[config.mk]
export PLATFORM = sky130hd
export DESIGN_NAME = jt1942_dwnld
export DESIGN_NICKNAME = d
export VERILOG_FILES = /design/src/rtl/jt1942_dwnld_pkg.sv /design/src/rtl/jt1942_dwnld_fifo.sv /design/src/rtl/jt1942_dwnld.sv
export SDC_FILE = /design/constraint.sdc
export NUM_CORES = 1
export LEC_CHECK = 0
export CAP_MARGIN = 20
export CELL_PAD_IN_SITES_DETAIL_PLACEMENT = 1
export CELL_PAD_IN_SITES_GLOBAL_PLACEMENT = 1
export CORE_ASPECT_RATIO = 1.2
export CORE_MARGIN = 2
export CORE_UTILIZATION = 45
export DETAILED_ROUTE_END_ITERATION = 10
export DONT_BUFFER_PORTS = 1
export PLACE_DENSITY_LB_ADDON = 0.1
export REMOVE_ABC_BUFFERS = 1
export SYNTH_ARGS = -nofsm -noshare
export SYNTH_HDL_FRONTEND = slang
export SYNTH_SLANG_ARGS = --single-unit
[constraint.sdc]
create_clock -name clk -period 3.4 [get_ports clk]
set_input_delay 0.85 -clock clk [delete_from_list [all_inputs] [get_ports clk]]
set_output_delay 0.85 -clock clk [all_outputs]
set_load 0.01 [all_outputs]
[src/rtl/jt1942_dwnld_pkg.sv]
// jt1942_dwnld_pkg: shared FSM state type and download constants
package jt1942_dwnld_pkg;
  typedef enum logic [1:0] {IDLE, LOAD, FLUSH} state_t;
  localparam logic [3:0][7:0] HDR_PATTERN = {8'h80, 8'h00, 8'h83, 8'h10};
  localparam logic [7:0] PAD_BYTE = 8'hFF;
endpackage

[src/rtl/jt1942_dwnld_fifo.sv]
// jt1942_dwnld_fifo: 2-deep first-word-fall-through FIFO
// ports: push/din write when not full; pop/dout read head when not empty; full, empty status
module jt1942_dwnld_fifo #(
  parameter int W = 33
) (
  input  logic         clk,
  input  logic         rst_n,
  input  logic         push,
  input  logic [W-1:0] din,
  input  logic         pop,
  output logic [W-1:0] dout,
  output logic         full,
  output logic         empty
);
  logic [W-1:0] mem_q [2];
  logic [W-1:0] mem_d [2];
  logic wp_q, wp_d, rp_q, rp_d, do_push, do_pop;
  logic [1:0] cnt_q, cnt_d;
  assign full  = cnt_q[1];
  assign empty = cnt_q == 2'd0;
  assign dout  = mem_q[rp_q];
  always_comb begin
    do_push = push & ~full;
    do_pop = pop & ~empty;
    mem_d = mem_q;
    if (do_push) mem_d[wp_q] = din;
    wp_d = wp_q ^ do_push;
    rp_d = rp_q ^ do_pop;
    cnt_d = cnt_q + {1'b0, do_push} - {1'b0, do_pop};
  end
  always_ff @(posedge clk or negedge rst_n)
    if (!rst_n) begin
      mem_q <= '{default: '0};
      wp_q <= 1'b0;
      rp_q <= 1'b0;
      cnt_q <= 2'd0;
    end else begin
      mem_q <= mem_d;
      wp_q <= wp_d;
      rp_q <= rp_d;
      cnt_q <= cnt_d;
    end
endmodule

[src/rtl/jt1942_dwnld.sv]
// jt1942_dwnld: ioctl download sequencer packing ROM words, writing PROMs, detecting header
// ports: ioctl_* byte stream in; rom_req/rom_ack/rom_addr/rom_data word writes out;
//        prog_addr/prog_din/prom_we PROM writes; downloading, inv_ena, ovf status
module jt1942_dwnld
  import jt1942_dwnld_pkg::*;
#(
  parameter int          ROM_AW     = 17,
  parameter logic [24:0] PROM_START = 25'h38000,
  parameter int          PROM_N     = 10
) (
  input  logic              clk,
  input  logic              rst_n,
  input  logic              ioctl_download,
  input  logic              ioctl_wr,
  input  logic [24:0]       ioctl_addr,
  input  logic [7:0]        ioctl_dout,
  output logic              rom_req,
  input  logic              rom_ack,
  output logic [ROM_AW-1:0] rom_addr,
  output logic [15:0]       rom_data,
  output logic [7:0]        prog_addr,
  output logic [3:0]        prog_din,
  output logic [PROM_N-1:0] prom_we,
  output logic              downloading,
  output logic              inv_ena,
  output logic              ovf
);
  state_t state_q, state_d;
  logic dl_q, hv_q, hv_d, ovf_q, ovf_d, inv_q, inv_d;
  logic [7:0] half_q, half_d, pa_q, pa_d;
  logic [3:0] flg_q, flg_d, pd_q, pd_d;
  logic [ROM_AW-1:0] ha_q, ha_d, waddr;
  logic [PROM_N-1:0] we_q, we_d;
  logic push, full, empty, wr, is_rom, is_prom, match;
  logic [ROM_AW+15:0] push_word, head;
  logic [16:0] pidx;
  jt1942_dwnld_fifo #(.W(ROM_AW + 16)) u_fifo (
    .clk(clk), .rst_n(rst_n), .push(push), .din(push_word),
    .pop(rom_req & rom_ack), .dout(head), .full(full), .empty(empty)
  );
  assign rom_req     = ~empty;
  assign rom_addr    = head[ROM_AW+15:16];
  assign rom_data    = head[15:0];
  assign downloading = state_q != IDLE;
  assign inv_ena     = inv_q;
  assign ovf         = ovf_q;
  assign prom_we     = we_q;
  assign prog_addr   = pa_q;
  assign prog_din    = pd_q;
  assign wr      = ioctl_wr & (state_q == LOAD);
  assign waddr   = ioctl_addr[ROM_AW:1];
  assign pidx    = ioctl_addr[24:8] - PROM_START[24:8];
  assign is_rom  = ioctl_addr < PROM_START;
  assign is_prom = !is_rom && pidx < 17'(PROM_N);
  assign match   = hv_q && ha_q == waddr;
  always_comb begin
    state_d = state_q;
    half_d = half_q;
    hv_d = hv_q;
    ha_d = ha_q;
    ovf_d = ovf_q;
    flg_d = flg_q;
    we_d = '0;
    pa_d = pa_q;
    pd_d = pd_q;
    push = 1'b0;
    push_word = {ha_q, PAD_BYTE, half_q};
    if (state_q == IDLE && ioctl_download && !dl_q) begin
      state_d = LOAD;
      ovf_d = 1'b0;
      flg_d = '0;
    end
    if (state_q == LOAD && !ioctl_download && dl_q) state_d = FLUSH;
    if (state_q == FLUSH && hv_q && !full) begin
      push = 1'b1;
      hv_d = 1'b0;
    end
    if (state_q == FLUSH && !hv_q && empty) state_d = IDLE;
    if (wr && ioctl_addr < 25'd4) flg_d[ioctl_addr[1:0]] = ioctl_dout == HDR_PATTERN[ioctl_addr[1:0]];
    if (wr && is_rom && !ioctl_addr[0]) begin
      // a stranded even half goes out padded before the new one takes its place
      push = hv_q;
      half_d = ioctl_dout;
      hv_d = 1'b1;
      ha_d = waddr;
    end
    if (wr && is_rom && ioctl_addr[0]) begin
      push = 1'b1;
      push_word = {waddr, ioctl_dout, match ? half_q : PAD_BYTE};
      hv_d = match ? 1'b0 : hv_q;
    end
    if (wr && is_prom) begin
      we_d = PROM_N'(1) << pidx;
      pa_d = ioctl_addr[7:0];
      pd_d = ioctl_dout[3:0];
    end
    if (push && full) ovf_d = 1'b1;
    inv_d = &flg_d;
  end
  always_ff @(posedge clk or negedge rst_n)
    if (!rst_n) begin
      state_q <= IDLE;
      dl_q <= 1'b0;
      half_q <= '0;
      hv_q <= 1'b0;
      ha_q <= '0;
      ovf_q <= 1'b0;
      flg_q <= '0;
      inv_q <= 1'b0;
      we_q <= '0;
      pa_q <= '0;
      pd_q <= '0;
    end else begin
      state_q <= state_d;
      dl_q <= ioctl_download;
      half_q <= half_d;
      hv_q <= hv_d;
      ha_q <= ha_d;
      ovf_q <= ovf_d;
      flg_q <= flg_d;
      inv_q <= inv_d;
      we_q <= we_d;
      pa_q <= pa_d;
      pd_q <= pd_d;
    end
endmodule
== After elaboration in Yosys (flattened, before gate mapping) ==
Cells that the tools add are included.
Widths: inputs -> output; s select.
Storage, ports and cells
  register bits: 127
  bits in read-only memories: 0
  bits of input ports: 38
  output and inout port bits: 59
  latch bits: 0
  word-level logic and storage cells: 103
  memories: 0
  RAM bits: 0
Cells by class
  reductions and logical operators: 32
  order comparisons: 8
  divide/modulo/power cells: 0
  add/sub/neg operators: 3
  mux-type cells: 28
  equal/unequal tests: 5
  shifts and indexed selects: 1
  multiply operators: 0
  bitwise logic cells: 10
Operator list (number)
  $mux 33: 5
  $bwmux 66: 1
  $demux 33 s1: 1
  $lt 25x18->1 const B: 1
  $lt 25x3->1 const B: 1
  $logic_and 1x1->1: 18
  $eq 17x17->1: 1
  $lt 17x4->1 const B: 1
  $shl 1x17->10 const A: 1
  $sub 17x10->17 const B: 1
  $bmux 8 s2: 1
  $mux 8: 2
  $mux 1: 10
  $mux 10: 1
  $eq 8x8->1: 1
  $mux 4: 2
  $logic_not 1->1: 6
  $mux 2: 3
  $reduce_bool 3->1: 2
  $and 1x1->1: 4
  $bwmux 4: 1
  $ge 2x2->1 const B: 2
  $logic_not 2->1: 2
  $not 1->2: 2
  14 further kinds: 17

== Depth between registers and ports, before layout ==
  word-level depth: 9
  mapped depth: 13
  gate-level depth less buffers: 11

== Hierarchy ==
Synthesis repeated with hierarchy kept, for this count alone.
Unflattened totals
  cell total of the unflattened synthesis: 440
  area, all modules: 6389.9 µm²
By module, submodules not included
  jt1942_dwnld_fifo: cells each 195, times used 1, area an instance 3523.4 µm², sequential area each 1751.7 µm²
  jt1942_dwnld: cells each 245, times used 1, area an instance 2866.5 µm², sequential area each 1426.4 µm²

== Worst setup path before layout ==
No wires, ideal clock.
  path type: input to register
  from: in ioctl_addr[19]
  to: reg u_fifo.mem_q[13] (netlist name)
  path buffers: 6
  path slack: -0.583 ns
  setup time: 0.137 ns
  cell stages on the path: 12
  data required time: 3.263 ns
  data arrival time: 3.846 ns
  cell sequence: or4_4 or4b_1 buf_2 or2_1 buf_6 buf_6 a21oi_1 ha_1 clkbuf_1 clkbuf_1 clkbuf_1 a21oi_1
On the way
  cells in the longest elaborated chain, start to end: 6
  elaborated cells between the ends (all ways): 9
  classes of those cells: 1 x order compare; 4 x mux; 1 x bitwise; 3 x reduce/logical
Ends and longest elaborated chain
  from (decl): line jt1942_dwnld.sv:15  | input logic [24:0] ioctl_addr,
  $lt 25x18->1 *: line jt1942_dwnld.sv:53  | assign is_rom = ioctl_addr < PROM_START;
  $logic_and 1x1->1 *: line jt1942_dwnld.sv:80, jt1942_dwnld.sv:87
  $logic_and 1x1->1: line jt1942_dwnld.sv:80  | if (wr && is_rom && !ioctl_addr[0]) begin
  $mux 1: line jt1942_dwnld.sv:80
  $mux 1: line jt1942_dwnld.sv:87  | if (wr && is_rom && ioctl_addr[0]) begin
  $and 1x1->1: line jt1942_dwnld_fifo.sv:23  | do_push = push & ~full;
  to (signal assigned): line jt1942_dwnld_fifo.sv:38  | mem_q <= mem_d;
  to (decl): line jt1942_dwnld_fifo.sv:15  | logic [W-1:0] mem_q [2];
Every way passes the cells marked *; elsewhere a longest branch is shown, timed or not.
A chain may end at the register's enable or synchronous reset.

== Worst setup path after layout ==
  from: in ioctl_addr[19]
  to: reg u_fifo.cnt_q[1]
On the way
  cells in the longest elaborated chain, start to end: 8
  elaborated cells between the ends (all ways): 9
  classes of those cells: 2 x add/sub; 1 x order compare; 2 x mux; 1 x bitwise; 3 x reduce/logical
Ends and longest elaborated chain
  $lt 25x18->1 *: line jt1942_dwnld.sv:53
  $logic_and 1x1->1 *: line jt1942_dwnld.sv:80, jt1942_dwnld.sv:87
  $logic_and 1x1->1: line jt1942_dwnld.sv:80
  $mux 1: line jt1942_dwnld.sv:80
  $mux 1 *: line jt1942_dwnld.sv:87
  $and 1x1->1 *: line jt1942_dwnld_fifo.sv:23
  $add 2x1->2 *: line jt1942_dwnld_fifo.sv:29  | cnt_d = cnt_q + {1'b0, do_push} - {1'b0, do_pop};
  $sub 2x1->2 *: line jt1942_dwnld_fifo.sv:29
  via u_fifo.cnt_d[1]: line jt1942_dwnld_fifo.sv:18  | logic [1:0] cnt_q, cnt_d;
  to (signal assigned): line jt1942_dwnld_fifo.sv:41  | cnt_q <= cnt_d;
  to (decl): line jt1942_dwnld_fifo.sv:18
The timed path passes the listed nets; every way through them passes the cells marked *.

==> results.yml <==
layout:
  drive_gt1_share_pct: 23.19
  areaGrowthSynthToFinish_pct: 13.68
  final_common_cell: "dfrtp_1"
  nets: 556
  diodes: 0
  final_cell_mix: "dfrtp_1 (126), mux2_2 (70), nor2_1 (66), a21oi_1 (52), mux2i_1 (33)"
  final_cell_count_no_fill: 690
detailed_routing:
  drt_iter0_markers: 92
  vias_per_cell: 5.570
  num_vias: 3843
  first_pass_iters: 5
  totalWireLength_um: 14070
  wl_per_cell_um: 20.39
  drc: 0
  ant_nets: 0
clock_network:
  cts_max_path_buffers: 2
  htree_levels: 4
  clkLatencyLatePin_ns: 0.41
  path_clk_slew_ns: 0.05
  cts_hold_buf: 0
  post_cts_buffers: 0
  cts_made_buffers: 17
  clock-sinks: 127
  cts_resized: 0
  cts_tree: "built"
  cts_root_buf: "clkbuf_16"
placed_design:
  dp_hpwl_um: 9483
  placed_cells: 659
  gp_congestion: 0.7746
  portBuffers: 0
timing:
  slew_violations: 0
  finClkSkew_ns: 0.007491
  finalSetupTns_ns: 0
  maxSlewHeadroom_pct: 33.75
  fin_crit_ns: 3.022
  worstMarginPinSlew_ns: 0.9937
  setup_viol: 0
  hold_viol_final: 0
  maxClockFrequency_mhz: 330.9
  final.period_utilization_pct: 88.88
  rsz0062_at_grt: "no"
worst_setup_path:
  startpoint_type: "input pin"
  cp-startpoint: "ioctl_addr[19]"
  setup.worst_path.end_class: "register"
  critPathSlowestCell: "or4b_1"
  rr_worst_depth: 10
  critical_path_class: "in -> reg"
  cp.arrival_ns: 3.35
  path_max_fanout: 3
  cp.required_ns: 3.73
  cp_cell_sequence: "or4_4 -> or4b_1 -> or2_1 -> a21oi_1 -> inv_1 -> ha_1 -> inv_1 -> ha_1 -> xnor2_1 -> xnor2_1"
  reg2reg_from: "state_q[1]"
  max_stage_delay_ns: 0.56
flow_run:
  maxCapViolCount: 0
global_route:
  use_met3_pct: 5.592
  globalRouteMet1Util_pct: 27.07
  grt_use_total_pct: 22.02
  grt_use_met2_pct: 37.49
  grt_max_degree: 128
  gr-total-overflow: 0
  antenna_found_initial: 0
  gr-max-usage-layer: "met2"
  grt_pass1_vias: 4244
  grt_pass1_wl_um: 22940
logic_synthesis:
  ys_seq_area_share_pct: 55.24
  syn_area_um2: 5753
  synth_top_family_by_area: "multiplexers"
  synth_simple_gate_area_share_pct: 11.55
  ys_ff_latch: 127
  ys_types: 37
  synth_xor_area_share_pct: 3.197
  synthAdderAreaFrac_pct: 0.8699
  avgSynthCellArea_um2: 11.26
  yosys_warnings: 0
  synth_compound_area_share_pct: 6.285
  muxShareOfSynthArea_pct: 19.44
  postSynthCellCount: 511
status:
  status: "finished, final reports clean"
power_and_ir_drop:
  ir_drop_v: 0.0002692
  p_leak_nw: 3.311
  powerDensity_nw_per_um2: 494.5
floorplanning:
  core_um2: 12560
  ios: 97
  start_util_pct: 45.82
  fp.dieH_um: 127.9
  die-area_um2: 13710
  die_w_um: 107.2
  rows: 45
worst_hold_path:
  holdCritPathClass: "in -> async"
-- worst paths after layout --
kind,slack (ns),end
min in group clk,0.47,dl_q
max in group asynchronous,3.05,u_fifo.rp_q
worst max-delay path,0.38,u_fifo.cnt_q[1]
worst min-delay path,0.14,u_fifo.mem_q[46]
worst max register to register,0.68,u_fifo.cnt_q[1]
worst min register to register,0.49,u_fifo.mem_q[1]
-- area by class of cell --
class	count	area, um^2
Clock inverter	6	57.56
Multi-Input combinational cell	339	2384
Sequential cell	127	3179
Inverter	13	48.80
Tap cell	164	205.2
Clock buffer	25	495.5
Timing Repair Buffer	16	170.2
Fill cell	1338	6016
-- stage by stage --
stage	total power [mW]	hold slack, ns	setup slack, ns	util (%)	cell area [um^2]
global route	3.336	0.1146	0.2226	52.09	6540
finish	3.234	0.1353	0.3780	52.09	6540
global placement	1.565	0.4668	0.06255	47.68	5987
CTS	3.278	0.1178	0.3716	52.09	6540
floorplan	1.560	0.4507	-1.487	-	5605
detailed placement	1.565	0.4830	-0.05805	47.68	5987
-- sequential cells by signal, summed over array words and instances (netlist names) --
signal        count
prog_din          4
flg_q             4
half_q            8
ovf               1
ha_q             17
u_fifo.mem_q     66
inv_ena           1
state_q           2
prom_we          10
u_fifo.cnt_q      2
u_fifo.wp_q       1
u_fifo.rp_q       1
prog_addr         8
dl_q              1
hv_q              1
-- layer usage --
| layer | share of wire (%) | up-vias |
|---|---|---|
| met5 | 0 | - |
| met4 | 1.4 | 0 |
| met3 | 4.6 | 17 |
| met2 | 52 | 73 |
| met1 | 42 | 1981 |
| li1 | - | 1772 |
-- cells in the mapped netlist (all sizes together) --
library cell | n | area (um^2)
or4 | 2 | 18.77
mux2i | 33 | 330.3
xor2 | 17 | 148.9
o2bb2ai | 1 | 8.760
nand3b | 1 | 7.510
and4b | 1 | 10.01
nand4bb | 1 | 11.26
o21ai | 6 | 30.03
a31oi | 1 | 6.260
a21oi | 52 | 260.3
nand3 | 4 | 20.02
nor2 | 67 | 254.0
nor4 | 13 | 81.33
nand2b | 1 | 6.260
or2 | 5 | 31.28
mux2 | 70 | 788.3
nor2b | 1 | 6.260
nand2 | 29 | 108.9
nand4 | 2 | 12.51
or4b | 1 | 10.01
nor4b | 1 | 8.760
inv | 13 | 48.80
ha | 4 | 50.05
and2 | 1 | 6.260
or3 | 1 | 6.260
clkbuf | 25 | 93.84
o22ai | 1 | 6.260
buf | 7 | 53.80
o211ai | 2 | 15.01
a2bb2oi | 4 | 35.03
nor3 | 13 | 65.06
dfrtp | 127 | 3178
xnor2 | 4 | 35.03
-- worst max-delay path: cells and delay by family --
family | cells | cell delay, ns
buffers and inverters | 2 | 0.12
adder cells (fa/ha/maj) | 2 | 0.46
AO/OA/AOI/OAI | 1 | 0.26
XOR/XNOR | 2 | 0.33
AND/OR/NAND/NOR | 3 | 1.33
-- cell families after synthesis --
logic type	after synthesis
xor+xnor	21
mux	103
buf+inv	45
simple gates	144
flops	127
compound gates	67
fa+ha+maj	4
-- report_power, final --
| part | internal (mW) | total, mW | switching (mW) |
|---|---|---|---|
| combinational | 0.0122 | 0.0248 | 0.0126 |
| clock | 1.07 | 1.70 | 0.622 |
| sequential | 1.51 | 1.51 | 0.000359 |
| total | 2.60 | 3.23 | 0.635 |
Note: power is estimated with default switching activity, not from simulation.
